File: src/rtl/ldl_rr_arbiter.sv
// Registered round-robin arbiter: picks one requester per load cycle starting
// after the last granted index and presents it with a valid/ready handshake.
module ldl_rr_arbiter #(
  parameter  int unsigned BIN_WIDTH = 3,
  localparam int unsigned REQ_WIDTH = 1 << BIN_WIDTH
) (
  input  logic                 clk,
  input  logic                 rst,
  input  logic [REQ_WIDTH-1:0] req,
  input  logic                 ready,
  output logic                 valid,
  output logic [REQ_WIDTH-1:0] hot,
  output logic [BIN_WIDTH-1:0] bin
);

  logic                 valid_q;
  logic [REQ_WIDTH-1:0] hot_q;
  logic [BIN_WIDTH-1:0] bin_q;
  logic [BIN_WIDTH-1:0] ptr;

  logic                 load;
  logic                 found;
  logic [BIN_WIDTH-1:0] win;
  logic [BIN_WIDTH-1:0] cand;
  logic [REQ_WIDTH-1:0] hot_next;

  assign load = !valid_q || ready;

  // Search ptr+1 .. ptr+REQ_WIDTH; the BIN_WIDTH-bit add wraps naturally,
  // so ptr itself is the last candidate examined.
  always_comb begin
    found = 1'b0;
    win   = '0;
    cand  = '0;
    for (int unsigned i = 1; i <= REQ_WIDTH; i++) begin
      cand = ptr + BIN_WIDTH'(i);
      if (!found && req[cand]) begin
        found = 1'b1;
        win   = cand;
      end
    end
  end

  always_comb begin
    hot_next      = '0;
    hot_next[win] = found;
  end

  always_ff @(posedge clk) begin
    if (!rst) begin
      valid_q <= 1'b0;
      hot_q   <= '0;
      bin_q   <= '0;
      ptr     <= BIN_WIDTH'(REQ_WIDTH - 1);
    end else if (load) begin
      valid_q <= found;
      hot_q   <= hot_next;
      bin_q   <= win;
      if (found)
        ptr <= win;
    end
  end

  assign valid = valid_q;
  assign hot   = hot_q;
  assign bin   = bin_q;

endmodule

File: config.mk
export PLATFORM = sky130hd
export DESIGN_NAME = ldl_rr_arbiter
export DESIGN_NICKNAME = d
export VERILOG_FILES = /design/src/rtl/ldl_rr_arbiter.sv
export SDC_FILE = /design/constraint.sdc
export NUM_CORES = 1
export LEC_CHECK = 0
export ABC_CLOCK_PERIOD_IN_PS = 3500
export BUFFER_PORTS_ARGS = -buffer_cell sky130_fd_sc_hd__buf_2
export CORE_MARGIN = 1
export CORE_UTILIZATION = 51
export CTS_CLUSTER_SIZE = 14
export DETAILED_ROUTE_END_ITERATION = 10
export HOLD_SLACK_MARGIN = 0.1
export PLACE_DENSITY = 0.74
export SLEW_MARGIN = 5
export SYNTH_ARGS = -nofsm -noshare
export SYNTH_HDL_FRONTEND = slang
export SYNTH_SLANG_ARGS = --single-unit
File: constraint.sdc
create_clock -name clk -period 3.5 [get_ports clk]
set_clock_uncertainty 0.1 [all_clocks]
set_input_delay 1.05 -clock clk [delete_from_list [all_inputs] [get_ports clk]]
set_output_delay 1.05 -clock clk [all_outputs]
set_load 0.1 [all_outputs]
==> out/metrics.csv <==
metric,value,unit
maxcap violations,0,
syn nets,166,
async set-reset flop share out of synthesis,0,
worst skew pair latency,0.28,ns
CP required,3.58,ns
All-Layer GR Usage,0.240,
worst min-delay path class,register to register,
outcome,"finished, final reports clean",
Die X,55.5,um
post-layout util,0.637,
FF+latch area,300,um^2
DR vias,1397,
cell count after synthesis,153,
drt wl/cell,15.8,um
Worst Setup Start Kind,register,
Area contributors post-synth,"dfxtp_1 21%, mux4_2 11%, mux4_1 7.2%, mux2i_1 5.5%, nand2_1 4.9%",
Worst Path Arrival,3.39,ns
Num CTS Buffers,3,
critical-path maximum fanout,9,
vias in the first global route,1252,
number of vias per cell,6.32,
Initial DRT Pass Iterations,4,
GR Util met3,0.0539,
setup bufs post-CTS,0,
worst-margin pin slew,0.503,ns
Yosys top cell area share,0.206,
WL final,3.50,mm
first-pass GRT wire length,5.88,mm
critical path capture point type,register,
grt ovf,0,
Setup-failing EPs final,0,
number of synthesized flops with an enable pin,0,
1st-iter DRT viols,54,
routability cong.,0.992,
Final Non-Filler Cells,221,
ANT cells,0,
Placed Instances,217,
Yosys reg bits,15,
Avg Synthesized Cell Area,9.54,um^2
fin crit period,3.31,ns
crit path kind,register to register,
top_reg_cell synth,dfxtp_1,
antenna-violating nets left,0,
TritonCTS clock tree,done,
initial core utilization,0.534,
synth unique cells,51,
detailed placement HPWL,2.83,mm
H-tree levels,1,
GRT met2 Usage,0.372,
Synth Warn #,0,
Fin. Hold Viols,0,
Site Rows,19,
final net count,204,
cts hold-fix bufs,0,
number of port buffers,22,
layout cell share with drive strength beyond 1,0.363,
final-layout fill cell count,241,
CTS sink count,15,
largest net degree at the start of global routing,13,
root buf cell,clkbuf_4,
cell taking the most area after synthesis,dfxtp_1,
area grow syn2layout,19.4,%
Die ar.,3080,um^2
initial antenna violation count,0,
GR Util met1,0.351,
synthesized cell area,1460,um^2
Post-route DRC,0,
register area share after synthesis,0.206,
fin. max-slew vios,0,
Core Region,2730,um^2
grt peak-use layer,met2,
Boundary Pins,23,
largest buffer count on any clock path,2,
RSZ-0062 raised after global routing,false,
CTS clock-pin slew for the worst setup and hold paths,0.08,ns
Final Cycle Share,0.946,
Peak Freq,302,MHz
Multi-input gate area,1100,um^2
Slew HR,0.663,
die height,55.5,um
[worst max-delay path: stages, from the launching register on]
cell and delay [ns]:
dfxtp_1 0.33, inv_1 0.10, ha_2 0.46, mux2_2 0.38, mux4_2 0.52, o32ai_4 0.34
nand2_2 0.13, o32ai_2 0.31, a31oi_1 0.16, o41ai_1 0.38
[per-stage QoR]
stage | setup slack (ns) | hold WS [ns] | cell area [um^2] | TNS [ns]
2_1_floorplan | 0.201 | 0.545 | 1460 | 0
3_3_place_gp | 0.0140 | 0.331 | 1710 | 0
3_5_place_dp | -0.0366 | 0.340 | 1710 | -0.104
4_1_cts | 0.142 | 0.361 | 1740 | 0
5_1_grt | 0.00143 | 0.383 | 1740 | 0
6_report | 0.188 | 0.354 | 1740 | 0
[logic make-up after synthesis]
logic type / after synthesis / synth area share
xor+xnor: 5 / 0.0300
mux: 26 / 0.294
fa+ha+maj: 2 / 0.0171
simple gates: 51 / 0.171
compound gates: 40 / 0.238
flops: 15 / 0.206
buf+inv: 14 / 0.0446
[final timing paths]
| kind | startpoint | endpoint | slack, ns | cells past startpoint |
|---|---|---|---|---|
| min reg2reg | hot[1] | hot[1] | 0.35 | 2 |
| min | hot[1] | hot[1] | 0.35 | 2 |
| max reg2reg | ptr[1] | hot[7] | 0.19 | 9 |
| max | ptr[1] | hot[7] | 0.19 | 9 |
[Yosys cell counts, drive strengths merged (2+ instances only)]
library cell / number
buf: 6
xnor2: 2
o21ai: 6
nand3: 5
nor2: 12
o32ai: 3
inv: 7
a21oi: 7
nand2b: 3
dfxtp: 15
mux2: 7
nor2b: 2
o41ai: 2
mux4: 11
o2111a: 2
ha: 2
mux2i: 8
a211oi: 3
a32o: 5
xor2: 3
or2: 2
nand2: 20
and2: 2
[layout make-up]
class | count | share of cell area
Multi-Input combinational cell | 124 | 0.629
Clock buffer | 4 | 0.0151
Timing Repair Buffer | 39 | 0.144
Inverter | 8 | 0.0172
Tap cell | 31 | 0.0223
Sequential cell | 15 | 0.172
[registers in the layout, summed over array words and instances (netlist names)]
signal,flops
hot,8
bin,3
ptr,3
valid,1
[layout by cell type, fill, tap and decap left out, types with 2 or more instances in the layout]
| cell type | n |
|---|---|
| o21ai_0 | 6 |
| a211oi_1 | 2 |
| clkbuf_4 | 3 |
| nand3_1 | 5 |
| mux2_2 | 5 |
| buf_2 | 22 |
| a21oi_1 | 7 |
| nor2_1 | 12 |
| mux2_4 | 2 |
| inv_1 | 7 |
| o32ai_2 | 2 |
| a32o_1 | 5 |
| buf_4 | 16 |
| nand2b_1 | 3 |
| xnor2_1 | 2 |
| mux4_1 | 4 |
| o41ai_1 | 2 |
| o2111a_1 | 2 |
| mux4_2 | 7 |
| xor2_1 | 3 |
| dfxtp_1 | 15 |
| nand2_1 | 19 |
| mux2i_1 | 8 |
[metal layers]
metal / up-vias / wire [um]
met5: - / 0
met4: 0 / 21
met3: 2 / 145
met2: 34 / 1610
met1: 690 / 1720
li1: 671 / -
[timing repair]
| item | CTS | global route |
|---|---|---|
| endpoints found under the hold margin | 0 | 0 |
| gates resized for setup | 0 | 1 |
| setup endpoints to repair | 0 | 1 |
Power is not shown: default switching activity piles up to over one toggle a cycle in this logic, so the estimate is an artifact.
